--- src/rtl/uart_pkg.sv ---
// Shared UART definitions: FSM state encoding, oversampling constants and baud divider.
// Used by uart_transceiver (build option UART_PARITY_EN) and uart_rx_fifo.
package uart_pkg;

    typedef enum logic [2:0] {
        IDLE,
        START,
        DATA,
        PARITY,
        STOP
    } uart_state_t;

    localparam int OVERSAMPLE = 16;
    localparam int SAMPLE_MID = 8;

    // Clocks per oversample tick, rounded to nearest and never below one.
    function automatic int calc_div(input int clk_hz, input int baud);
        int div;
        div = (clk_hz + (baud * OVERSAMPLE) / 2) / (baud * OVERSAMPLE);
        return (div < 1) ? 1 : div;
    endfunction

endpackage

--- src/rtl/uart_rx_fifo.sv ---
// Circular receive FIFO with occupancy count; head is presented combinationally
// and reads as zero while the FIFO is empty.
module uart_rx_fifo
    import uart_pkg::*;
#(
    parameter int DATA_BITS = 8,
    parameter int RX_DEPTH  = 8
) (
    input  logic                      clk,
    input  logic                      rst_n,
    input  logic                      push,
    input  logic [DATA_BITS-1:0]      push_data,
    input  logic                      pop,
    output logic [DATA_BITS-1:0]      head,
    output logic                      full,
    output logic                      empty,
    output logic [$clog2(RX_DEPTH):0] count
);

    localparam int PTR_W = $clog2(RX_DEPTH);
    localparam logic [PTR_W-1:0] PTR_ONE = 1;
    localparam logic [PTR_W:0]   CNT_ONE = 1;
    localparam logic [PTR_W:0]   CNT_MAX = RX_DEPTH;

    logic [DATA_BITS-1:0] mem [RX_DEPTH];
    logic [PTR_W-1:0]     wr_ptr;
    logic [PTR_W-1:0]     rd_ptr;
    logic                 do_push;
    logic                 do_pop;

    assign empty   = (count == '0);
    assign full    = (count == CNT_MAX);
    assign do_pop  = pop && !empty;
    // A pop in the same cycle frees the slot, so a push into a full FIFO still lands.
    assign do_push = push && (!full || do_pop);
    assign head    = empty ? '0 : mem[rd_ptr];

    always_ff @(posedge clk) begin
        if (do_push) begin
            mem[wr_ptr] <= push_data;
        end
    end

    always_ff @(posedge clk or negedge rst_n) begin
        if (!rst_n) begin
            wr_ptr <= '0;
            rd_ptr <= '0;
            count  <= '0;
        end else begin
            if (do_push) begin
                wr_ptr <= wr_ptr + PTR_ONE;
            end
            if (do_pop) begin
                rd_ptr <= rd_ptr + PTR_ONE;
            end
            case ({do_push, do_pop})
                2'b10:   count <= count + CNT_ONE;
                2'b01:   count <= count - CNT_ONE;
                default: count <= count;
            endcase
        end
    end

endmodule

--- src/rtl/uart_transceiver.sv ---
// Full-duplex UART: shared 16x tick generator, TX serialiser and oversampled RX into a FIFO.
// Build option UART_PARITY_EN adds an even parity bit in both directions and the parity_err output.
module uart_transceiver
    import uart_pkg::*;
#(
    parameter int CLK_HZ    = 16_000_000,
    parameter int BAUD      = 115_200,
    parameter int DATA_BITS = 8,
    parameter int STOP_BITS = 1,
    parameter int RX_DEPTH  = 8
) (
    input  logic                      clk,
    input  logic                      rst_n,
    input  logic [DATA_BITS-1:0]      tx_data,
    input  logic                      tx_valid,
    output logic                      tx_ready,
    output logic                      tx_busy,
    output logic                      udata_out,
    input  logic                      udata_in,
    output logic [DATA_BITS-1:0]      rx_data,
    output logic                      rx_valid,
    input  logic                      rx_ready,
    output logic                      frame_err,
`ifdef UART_PARITY_EN
    output logic                      parity_err,
`endif
    output logic                      overrun,
    output logic [$clog2(RX_DEPTH):0] rx_count
);

    localparam int DIV   = calc_div(CLK_HZ, BAUD);
    localparam int DIV_W = (DIV > 1) ? $clog2(DIV) : 1;
    localparam logic [DIV_W-1:0] DIV_LAST = DIV_W'(DIV - 1);
    localparam logic [DIV_W-1:0] DIV_ONE  = 1;
    localparam logic [5:0] BIT_LAST  = 6'(OVERSAMPLE - 1);
    localparam logic [5:0] MID_LAST  = 6'(SAMPLE_MID - 1);
    localparam logic [5:0] STOP_LAST = 6'(STOP_BITS * OVERSAMPLE - 1);
    localparam logic [3:0] DATA_LAST = 4'(DATA_BITS - 1);

    logic [DIV_W-1:0] div_cnt;
    logic             tick;

    assign tick = (div_cnt == DIV_LAST);

    always_ff @(posedge clk or negedge rst_n) begin
        if (!rst_n) begin
            div_cnt <= '0;
        end else if (tick) begin
            div_cnt <= '0;
        end else begin
            div_cnt <= div_cnt + DIV_ONE;
        end
    end

    uart_state_t          tx_state;
    logic [DATA_BITS-1:0] tx_shift;
    logic [5:0]           tx_tick_cnt;
    logic [3:0]           tx_bit_idx;
`ifdef UART_PARITY_EN
    logic                 tx_par;
`endif

    always_ff @(posedge clk or negedge rst_n) begin
        if (!rst_n) begin
            tx_state    <= IDLE;
            tx_shift    <= '0;
            tx_tick_cnt <= '0;
            tx_bit_idx  <= '0;
            udata_out   <= 1'b1;
            tx_ready    <= 1'b1;
            tx_busy     <= 1'b0;
`ifdef UART_PARITY_EN
            tx_par      <= 1'b0;
`endif
        end else begin
            case (tx_state)
                IDLE: begin
                    if (tx_valid && tx_ready) begin
                        tx_shift    <= tx_data;
`ifdef UART_PARITY_EN
                        tx_par      <= ^tx_data;
`endif
                        tx_state    <= START;
                        tx_tick_cnt <= '0;
                        tx_bit_idx  <= '0;
                        udata_out   <= 1'b0;
                        tx_ready    <= 1'b0;
                        tx_busy     <= 1'b1;
                    end
                end
                START: begin
                    if (tick) begin
                        if (tx_tick_cnt == BIT_LAST) begin
                            tx_tick_cnt <= '0;
                            tx_state    <= DATA;
                            udata_out   <= tx_shift[0];
                        end else begin
                            tx_tick_cnt <= tx_tick_cnt + 6'd1;
                        end
                    end
                end
                DATA: begin
                    if (tick) begin
                        if (tx_tick_cnt == BIT_LAST) begin
                            tx_tick_cnt <= '0;
                            if (tx_bit_idx == DATA_LAST) begin
`ifdef UART_PARITY_EN
                                tx_state  <= PARITY;
                                udata_out <= tx_par;
`else
                                tx_state  <= STOP;
                                udata_out <= 1'b1;
`endif
                            end else begin
                                tx_bit_idx <= tx_bit_idx + 4'd1;
                                tx_shift   <= tx_shift >> 1;
                                udata_out  <= tx_shift[1];
                            end
                        end else begin
                            tx_tick_cnt <= tx_tick_cnt + 6'd1;
                        end
                    end
                end
`ifdef UART_PARITY_EN
                PARITY: begin
                    if (tick) begin
                        if (tx_tick_cnt == BIT_LAST) begin
                            tx_tick_cnt <= '0;
                            tx_state    <= STOP;
                            udata_out   <= 1'b1;
                        end else begin
                            tx_tick_cnt <= tx_tick_cnt + 6'd1;
                        end
                    end
                end
`endif
                STOP: begin
                    if (tick) begin
                        if (tx_tick_cnt == STOP_LAST) begin
                            tx_tick_cnt <= '0;
                            tx_state    <= IDLE;
                            tx_ready    <= 1'b1;
                            tx_busy     <= 1'b0;
                        end else begin
                            tx_tick_cnt <= tx_tick_cnt + 6'd1;
                        end
                    end
                end
                default: tx_state <= IDLE;
            endcase
        end
    end

    // Receive side: udata_in is asynchronous, so it passes two flops before any decision.
    logic [1:0]           rx_sync;
    logic                 rx_in;
    logic                 rx_prev;
    uart_state_t          rx_state;
    logic [5:0]           rx_tick_cnt;
    logic [3:0]           rx_bit_idx;
    logic [DATA_BITS-1:0] rx_shift;
    logic                 stop_sample;
    logic                 par_bad;
    logic                 rx_push;
    logic                 fifo_full;
    logic                 fifo_empty;

    assign rx_in       = rx_sync[1];
    assign stop_sample = (rx_state == STOP) && tick && (rx_tick_cnt == BIT_LAST);
    assign rx_push     = stop_sample && rx_in && !par_bad;
    assign rx_valid    = !fifo_empty;

`ifdef UART_PARITY_EN
    logic rx_par_bit;
    assign par_bad = ((^rx_shift) != rx_par_bit);
`else
    assign par_bad = 1'b0;
`endif

    always_ff @(posedge clk or negedge rst_n) begin
        if (!rst_n) begin
            rx_sync     <= 2'b11;
            rx_prev     <= 1'b1;
            rx_state    <= IDLE;
            rx_tick_cnt <= '0;
            rx_bit_idx  <= '0;
            rx_shift    <= '0;
            frame_err   <= 1'b0;
            overrun     <= 1'b0;
`ifdef UART_PARITY_EN
            rx_par_bit  <= 1'b0;
            parity_err  <= 1'b0;
`endif
        end else begin
            rx_sync   <= {rx_sync[0], udata_in};
            rx_prev   <= rx_in;
            frame_err <= stop_sample && (!rx_in || par_bad);
            overrun   <= rx_push && fifo_full && !rx_ready;
`ifdef UART_PARITY_EN
            parity_err <= stop_sample && par_bad;
`endif
            case (rx_state)
                // A framing error also lands here; only a fresh high-to-low edge restarts RX.
                IDLE: begin
                    if (rx_prev && !rx_in) begin
                        rx_state    <= START;
                        rx_tick_cnt <= '0;
                    end
                end
                START: begin
                    if (tick) begin
                        if (rx_tick_cnt == MID_LAST) begin
                            rx_tick_cnt <= '0;
                            rx_bit_idx  <= '0;
                            rx_state    <= rx_in ? IDLE : DATA;
                        end else begin
                            rx_tick_cnt <= rx_tick_cnt + 6'd1;
                        end
                    end
                end
                DATA: begin
                    if (tick) begin
                        if (rx_tick_cnt == BIT_LAST) begin
                            rx_tick_cnt <= '0;
                            rx_shift    <= {rx_in, rx_shift[DATA_BITS-1:1]};
                            if (rx_bit_idx == DATA_LAST) begin
`ifdef UART_PARITY_EN
                                rx_state <= PARITY;
`else
                                rx_state <= STOP;
`endif
                            end else begin
                                rx_bit_idx <= rx_bit_idx + 4'd1;
                            end
                        end else begin
                            rx_tick_cnt <= rx_tick_cnt + 6'd1;
                        end
                    end
                end
`ifdef UART_PARITY_EN
                PARITY: begin
                    if (tick) begin
                        if (rx_tick_cnt == BIT_LAST) begin
                            rx_tick_cnt <= '0;
                            rx_par_bit  <= rx_in;
                            rx_state    <= STOP;
                        end else begin
                            rx_tick_cnt <= rx_tick_cnt + 6'd1;
                        end
                    end
                end
`endif
                STOP: begin
                    if (tick) begin
                        if (rx_tick_cnt == BIT_LAST) begin
                            rx_tick_cnt <= '0;
                            rx_state    <= IDLE;
                        end else begin
                            rx_tick_cnt <= rx_tick_cnt + 6'd1;
                        end
                    end
                end
                default: rx_state <= IDLE;
            endcase
        end
    end

    uart_rx_fifo #(
        .DATA_BITS (DATA_BITS),
        .RX_DEPTH  (RX_DEPTH)
    ) u_rx_fifo (
        .clk       (clk),
        .rst_n     (rst_n),
        .push      (rx_push),
        .push_data (rx_shift),
        .pop       (rx_ready),
        .head      (rx_data),
        .full      (fifo_full),
        .empty     (fifo_empty),
        .count     (rx_count)
    );

endmodule

--- config.mk ---
export PLATFORM = sky130hd
export DESIGN_NAME = uart_transceiver
export DESIGN_NICKNAME = d
export VERILOG_FILES = /design/src/rtl/uart_pkg.sv /design/src/rtl/uart_rx_fifo.sv /design/src/rtl/uart_transceiver.sv
export SDC_FILE = /design/constraint.sdc
export NUM_CORES = 1
export LEC_CHECK = 0
export ABC_AREA = 1
export CELL_PAD_IN_SITES_DETAIL_PLACEMENT = 1
export CELL_PAD_IN_SITES_GLOBAL_PLACEMENT = 2
export CORE_MARGIN = 3
export CORE_UTILIZATION = 35
export DETAILED_ROUTE_END_ITERATION = 12
export GPL_TIMING_DRIVEN = 0
export PLACE_DENSITY_LB_ADDON = 0.2
export SKIP_CTS_REPAIR_TIMING = 1
export SYNTH_ARGS = -nofsm -noshare
export SYNTH_HDL_FRONTEND = slang
export SYNTH_HIERARCHICAL = 1
export SYNTH_SLANG_ARGS = --single-unit
--- constraint.sdc ---
create_clock -name clk -period 3.5 [get_ports clk]
set_input_delay 0.7 -clock clk [delete_from_list [all_inputs] [get_ports clk]]
set_output_delay 0.7 -clock clk [all_outputs]
set_load 0.01 [all_outputs]
# Word level (Yosys, flattened, before mapping)
# Memory sizes are Yosys's and may differ from the RTL's.
# Cells that the tools add are included.
[word_totals]
word_cells = 164
mem_bits_rw = 64
register_bits = 64
n_memories = 1
in_bits = 13
[classes]
addsub = 9
n_mux = 64
reduce_logical = 36
n_eq_ne = 35
[memory_table]
columns = ["name", "words", "word_bits", "read_ports", "rd_ports_with_merged_regs", "wr", "line", "source"]
rows = [
  ["u_rx_fifo.mem", 8, 8, 1, 0, 1, "uart_rx_fifo.sv:25", "logic [DATA_BITS-1:0] mem [RX_DEPTH];"],
]
[ops]
columns = ["op", "n"]
rows = [
  ["3-bit two-way mux", 16],
  ["6-bit two-way mux", 8],
  ["4-bit two-way mux", 10],
  ["8-bit two-way mux", 5],
  ["2-bit inequality test (second input constant)", 17],
  ["3-bit case mux with 4 select lines", 2],
  ["4-bit case mux with 2 select lines", 3],
  ["6-bit case mux with 3 select lines", 1],
  ["4-bit by 1-bit adder with 4-bit output (second input constant)", 4],
  ["8-bit case mux with 2 select lines", 1],
  ["8-bit AND reduction", 2],
  ["1-bit two-way mux", 13],
  ["6-bit by 1-bit adder with 6-bit output (second input constant)", 2],
  ["6-bit by 4-bit == test with 1-bit output (second input constant)", 2],
  ["6-bit case mux with 2 select lines", 1],
  ["6-bit AND reduction", 2],
  ["1-bit logical AND", 10],
  ["2-bit nonzero test", 5],
  ["4-bit by 3-bit == test with 1-bit output (second input constant)", 2],
  ["4-bit == test (second input constant)", 2],
  ["4-bit AND reduction", 2],
  ["3-bit by 1-bit adder with 3-bit output (second input constant)", 2],
  ["3-bit by 1-bit == test with 1-bit output (second input constant)", 2],
  ["3-bit by 2-bit == test with 1-bit output (second input constant)", 2],
  ["other kinds (18)", 28],
]

# Logic depth before layout (Yosys ltp)
[depth]
word_depth = 7
mapped_depth = 17

# Modules after synthesis
# Netlist, hierarchy kept.
[by_module_without_submodules]
columns = ["mod", "n_inst", "seq_area_each_um2", "cells_each", "area_per_inst_um2"]
rows = [
  ["uart_rx_fifo", 1, 2172.1, 271, 3188.1],
  ["uart_transceiver", 1, 1357.6, 390, 3040.4],
]

# Least setup slack after synthesis
# Ideal clock, no wire load.
[synth_path]
kind = "register -> register"
from = "register div_cnt[0]"
to = "register u_rx_fifo.count[2]"
path_slack_ns = 1.220
arrival_time_ns = 2.198
stages_incl_launch_ff = 16
setup_time_ns = 0.082
cell_sequence = "dfrtp_1 inv_1 ha_1 nand2_2 nor2_8 nand3_1 nor2_1 nand2_4 ha_1 nand2_1 inv_1 nor2_2 ha_1 a21oi_1 or2_1 a31oi_1"
[synth_via]
elab_chain_len = 7
elab_cells_between_ends = 9
[synth_lines]
columns = ["element", "line", "source"]
rows = [
  ["start: declaration", "uart_transceiver.sv:40", "logic [DIV_W-1:0] div_cnt;"],
  ["start signal: assignment", "uart_transceiver.sv:51", "div_cnt <= div_cnt + DIV_ONE;"],
  ["4-bit == test *", "uart_transceiver.sv:43", "assign tick = (div_cnt == DIV_LAST);"],
  ["1-bit logical AND * (2 in a row)", "uart_transceiver.sv:169", "assign stop_sample = (rx_state == STOP) && tick && (rx_tick_cnt == BIT_LAST);"],
  ["1-bit logical AND *", "uart_transceiver.sv:170", "assign rx_push = stop_sample && rx_in && !par_bad;"],
  ["named net rx_push", "uart_transceiver.sv:164", "logic rx_push;"],
  ["1-bit logical AND *", "uart_rx_fifo.sv:35", "assign do_push = push && (!full || do_pop);"],
  ["2-bit by 1-bit == test with 1-bit output or 2-bit == test (tied branches)", "uart_rx_fifo.sv:56", "case ({do_push, do_pop})"],
  ["4-bit case mux with 2 select lines or 2-bit nonzero test (tied branches)", "--", ""],
  ["end signal: assignment", "uart_rx_fifo.sv:57", "2'b10: count <= count + CNT_ONE;"],
  ["end signal: assignment", "uart_rx_fifo.sv:58", "2'b01: count <= count - CNT_ONE;"],
  ["end signal: assignment", "uart_rx_fifo.sv:59", "default: count <= count;"],
  ["end: declaration", "uart_rx_fifo.sv:17", "output logic [$clog2(RX_DEPTH):0] count"],
]
# Mark *: on every way through the listed nets, which the timed path passes. The rest lies on a longest branch.
# A chain may end at the register's enable or synchronous reset.

# Worst setup path after layout
[layout_path]
from = "register u_rx_fifo.rd_ptr[2]"
to = "output rx_data[4]"
[layout_via]
elab_chain_len = 2
[layout_lines]
columns = ["element", "line", "source"]
rows = [
  ["start: declaration", "uart_rx_fifo.sv:27", "logic [PTR_W-1:0] rd_ptr;"],
  ["start signal: assignment", "uart_rx_fifo.sv:54", "rd_ptr <= rd_ptr + PTR_ONE;"],
  ["memory 8 x 8 bit", "--", ""],
  ["8-bit two-way mux", "uart_rx_fifo.sv:36", "assign head = empty ? '0 : mem[rd_ptr];"],
  ["end: declaration", "uart_transceiver.sv:20", "output logic [DATA_BITS-1:0] rx_data,"],
]
# No other way between the ends.

==> flow_metrics.env <==
export IMPL_fin_crit_sh_pct=87.06
export IMPL_grt_use_total_pct=16.01
export IMPL_reg2reg_slack_ns=0.64
export IMPL_clockBufferDepth=2
export IMPL_worstMarginPinSlew_ns=0.8538
export IMPL_core_sq_um=17360
export IMPL_grt_pass1_wl_microns=24950
export IMPL_vias_per_cell=4.850
export IMPL_startpoint="u_rx_fifo/rd_ptr[2]$_DFFE_PN0P_"
export IMPL_slew_viol_final=0
export IMPL_io_buffers=30
export IMPL_antenna_found_initial=0
export IMPL_reg2regPathDepth=10
export IMPL_synth_nets=685
export IMPL_start_util_pct=35.89
export IMPL_maxSlewHeadroom_pct=42.87
export IMPL_dieWidth_microns=139.4
export IMPL_crit_end="rx_data[4]"
export IMPL_arrival_ns=2.35
export IMPL_min_period_ns=3.047
export IMPL_rsz0062_at_grt="no"
export IMPL_clk_latency_ns=0.42
export IMPL_ys_ff_latch=128
export IMPL_fin_cells=947
export IMPL_r2r_end="u_rx_fifo/mem[3][4]$_DFFE_PP_"
export IMPL_detail_route_antenna_nets=0
export IMPL_final_common_cell="nand2_1"
export IMPL_hold_viol_final=0
export IMPL_cts_sinks=128
export IMPL_yosys_area_top_type="edfxtp_1"
export IMPL_io_pins=31
export IMPL_hpwl_microns=10520
export IMPL_gp_congestion=0.7992
export IMPL_drc=0
export IMPL_clk_root_buffer_cell="clkbuf_16"
export IMPL_num_vias=4593
export IMPL_yosysTopAreaCellShare_pct=30.86
export IMPL_post_drt_wl_per_cell_microns=15.49
export IMPL_worst_setup_path_end_kind="output port"
export IMPL_outcome="finished, final reports clean"
export IMPL_placedCellCount=916
export IMPL_fmax_ghz=0.3282
export IMPL_syn_mean_instance_area_sq_um=9.423
export IMPL_ys_seq_area_share_pct=56.67
export IMPL_firstDrtPassIters=4
export IMPL_final_nets=734
export IMPL_synth_area_leaders="edfxtp_1 (31%), dfrtp_1 (24%), nand2_1 (10%), nor2_1 (5.6%), inv_1 (3.0%)"
export IMPL_dieArea_sq_um=19430
export IMPL_area_delta_synth_final_pct=18.82
export IMPL_setup_viol=0
export IMPL_hold_class="flip-flop to flip-flop"
export IMPL_yosysUniqueCellTypes=39
export IMPL_antennaDiodeCount=0
export IMPL_cts_tree="built"
export IMPL_drive_above_1_share_pct=14.68
export IMPL_rr_startpoint="div_cnt[0]$_DFF_PN0_"
export IMPL_p_leak_nw=3.290
export IMPL_utilization_pct=42.64
export IMPL_start_kind="flip-flop"
export IMPL_first_iter_violations=172
export IMPL_rows=48
export IMPL_path_clk_slew_ns=0.06
export IMPL_die_h_microns=139.4
export IMPL_cts_htree_levels=4
export IMPL_ys_warn_count=6
export IMPL_cts_made_buffers=17
export IMPL_fin_skew_ns=0.005964
export IMPL_final_cell_mix="nand2_1 (167), nor2_1 (93), edfxtp_1 (64)"
export IMPL_peakVddDrop_v=0.0003706
export IMPL_syn_instance_count=661
export IMPL_grt_max_degree=65
export IMPL_maxCapViolations=0
export IMPL_path_max_fanout=10
export IMPL_syn_area_sq_um=6228
export IMPL_p_per_area_nw_per_um2=641.6
export IMPL_cp_required_ns=2.80
export IMPL_crit_type="flip-flop to output port"
export IMPL_wl_microns=14670
export IMPL_grt_pass1_vias=4988
export IMPL_grt_overflow=0
==> synth_stat cells <==
| library cell | number |
|---|---|
| or2_1 | 1 |
| o21ai_1 | 36 |
| buf_6 | 8 |
| or2_4 | 1 |
| inv_2 | 9 |
| maj3_1 | 1 |
| nor2_8 | 1 |
| a31oi_1 | 1 |
| nand4_1 | 4 |
| nand2_2 | 12 |
| or2_2 | 2 |
| xor2_1 | 5 |
| o22ai_1 | 8 |
| dfstp_2 | 5 |
| nand3b_1 | 2 |
| mux2i_1 | 6 |
| a21oi_1 | 8 |
| o2111ai_1 | 2 |
| buf_4 | 3 |
| o21ai_0 | 19 |
| xnor2_1 | 5 |
| o211ai_1 | 8 |
| dfrtp_1 | 59 |
| edfxtp_1 | 64 |
| nor4_1 | 2 |
| o21ai_2 | 7 |
| nor2_4 | 4 |
| nand3_1 | 33 |
| buf_2 | 2 |
| nand3_4 | 2 |
| nand4_2 | 1 |
| nor2_2 | 12 |
| nor2_1 | 93 |
| nand3_2 | 5 |
| nand2_4 | 1 |
| inv_1 | 50 |
| buf_1 | 1 |
| nand2_1 | 167 |
| ha_1 | 11 |
==> cells by family (layout without fill, tap and decap cells) <==
family / after synthesis / after routing / share of synthesized area, %
mux: 6 / 6 / 0.9643
xor+xnor: 10 / 10 / 1.406
flops: 128 / 128 / 56.67
simple gates: 343 / 343 / 24.81
compound gates: 89 / 89 / 8.196
buf+inv: 73 / 134 / 5.585
fa+ha+maj: 12 / 12 / 2.370
==> flip-flops by register name (all words and copies together) (netlist names), 4 cells and up <==
signal           cells
div_cnt              4
u_rx_fifo/mem       64
rx_tick_cnt          6
u_rx_fifo/count      4
rx_bit_idx           4
rx_shift             8
tx_bit_idx           4
tx_shift             8
tx_tick_cnt          6
==> routing by layer <==
metal	vias to the layer above	routed length, microns	GRT usage (%)
li1	2288	-	-
met1	2224	6761	20.11
met2	56	7240	27.05
met3	25	368	3.505
met4	0	296	6.179
met5	-	0	0
==> worst max-delay path: stages (launching register included) <==
cell             delay, ns
dfrtp_1               0.33
buf_2                 0.20
buf_1                 0.52
nor2_1                0.17
nor2_1                0.16
clkdlybuf4s50_1       0.56
==> worst min-delay path by stage <==
stage | cells past startpoint | start | slack, ns | end
6_report | 0 | rx_sync[0]$_DFF_PN1_ | 0.38 | rx_sync[1]$_DFF_PN1_
5_1_grt | 0 | rx_sync[0]$_DFF_PN1_ | 0.38 | rx_sync[1]$_DFF_PN1_
4_1_cts | 0 | rx_sync[0]$_DFF_PN1_ | 0.38 | rx_sync[1]$_DFF_PN1_
3_5_place_dp | 0 | rx_sync[0]$_DFF_PN1_ | 0.36 | rx_sync[1]$_DFF_PN1_
3_3_place_gp | 0 | rx_sync[0]$_DFF_PN1_ | 0.36 | rx_sync[1]$_DFF_PN1_
2_1_floorplan | 0 | rx_sync[0]$_DFF_PN1_ | 0.35 | rx_sync[1]$_DFF_PN1_
==> metrics by stage <==
| stage | cell area, sq um | hold slack (ns) | total power [mW] | setup TNS, ns | worst slack, ns |
|---|---|---|---|---|---|
| floorplan | 6228 | 0.3452 | 2.684 | 0 | 1.220 |
| global placement | 6810 | 0.3585 | 2.973 | -30.43 | -0.5231 |
| detailed placement | 6808 | 0.3623 | 3.009 | 0 | 0.5740 |
| CTS | 7401 | 0.3782 | 4.830 | 0 | 0.4345 |
| global route | 7401 | 0.3812 | 5.061 | 0 | 0.3540 |
| finish | 7401 | 0.3781 | 4.748 | 0 | 0.4528 |
==> report_power, final <==
| part | internal [mW] | switching (mW) | total, mW | leakage [nW] |
|---|---|---|---|---|
| Clock | 1.11 | 0.662 | 1.78 | 0.292 |
| Combinational | 0.384 | 0.775 | 1.16 | 1.55 |
| Sequential | 1.71 | 0.108 | 1.81 | 1.45 |
==> final cells by class <==
class                           instances  area [sq um]
Tap cell                              225         281.5
Fill cell                            1972          9956
Buffer                                 14         126.4
Sequential cell                       128          3530
Inverter                               59         221.5
Clock inverter                         14         167.7
Multi-Input combinational cell        460          2351
Clock buffer                           17         425.4
Timing Repair Buffer                   30         297.8
Note: power is estimated with default switching activity, not from simulation.
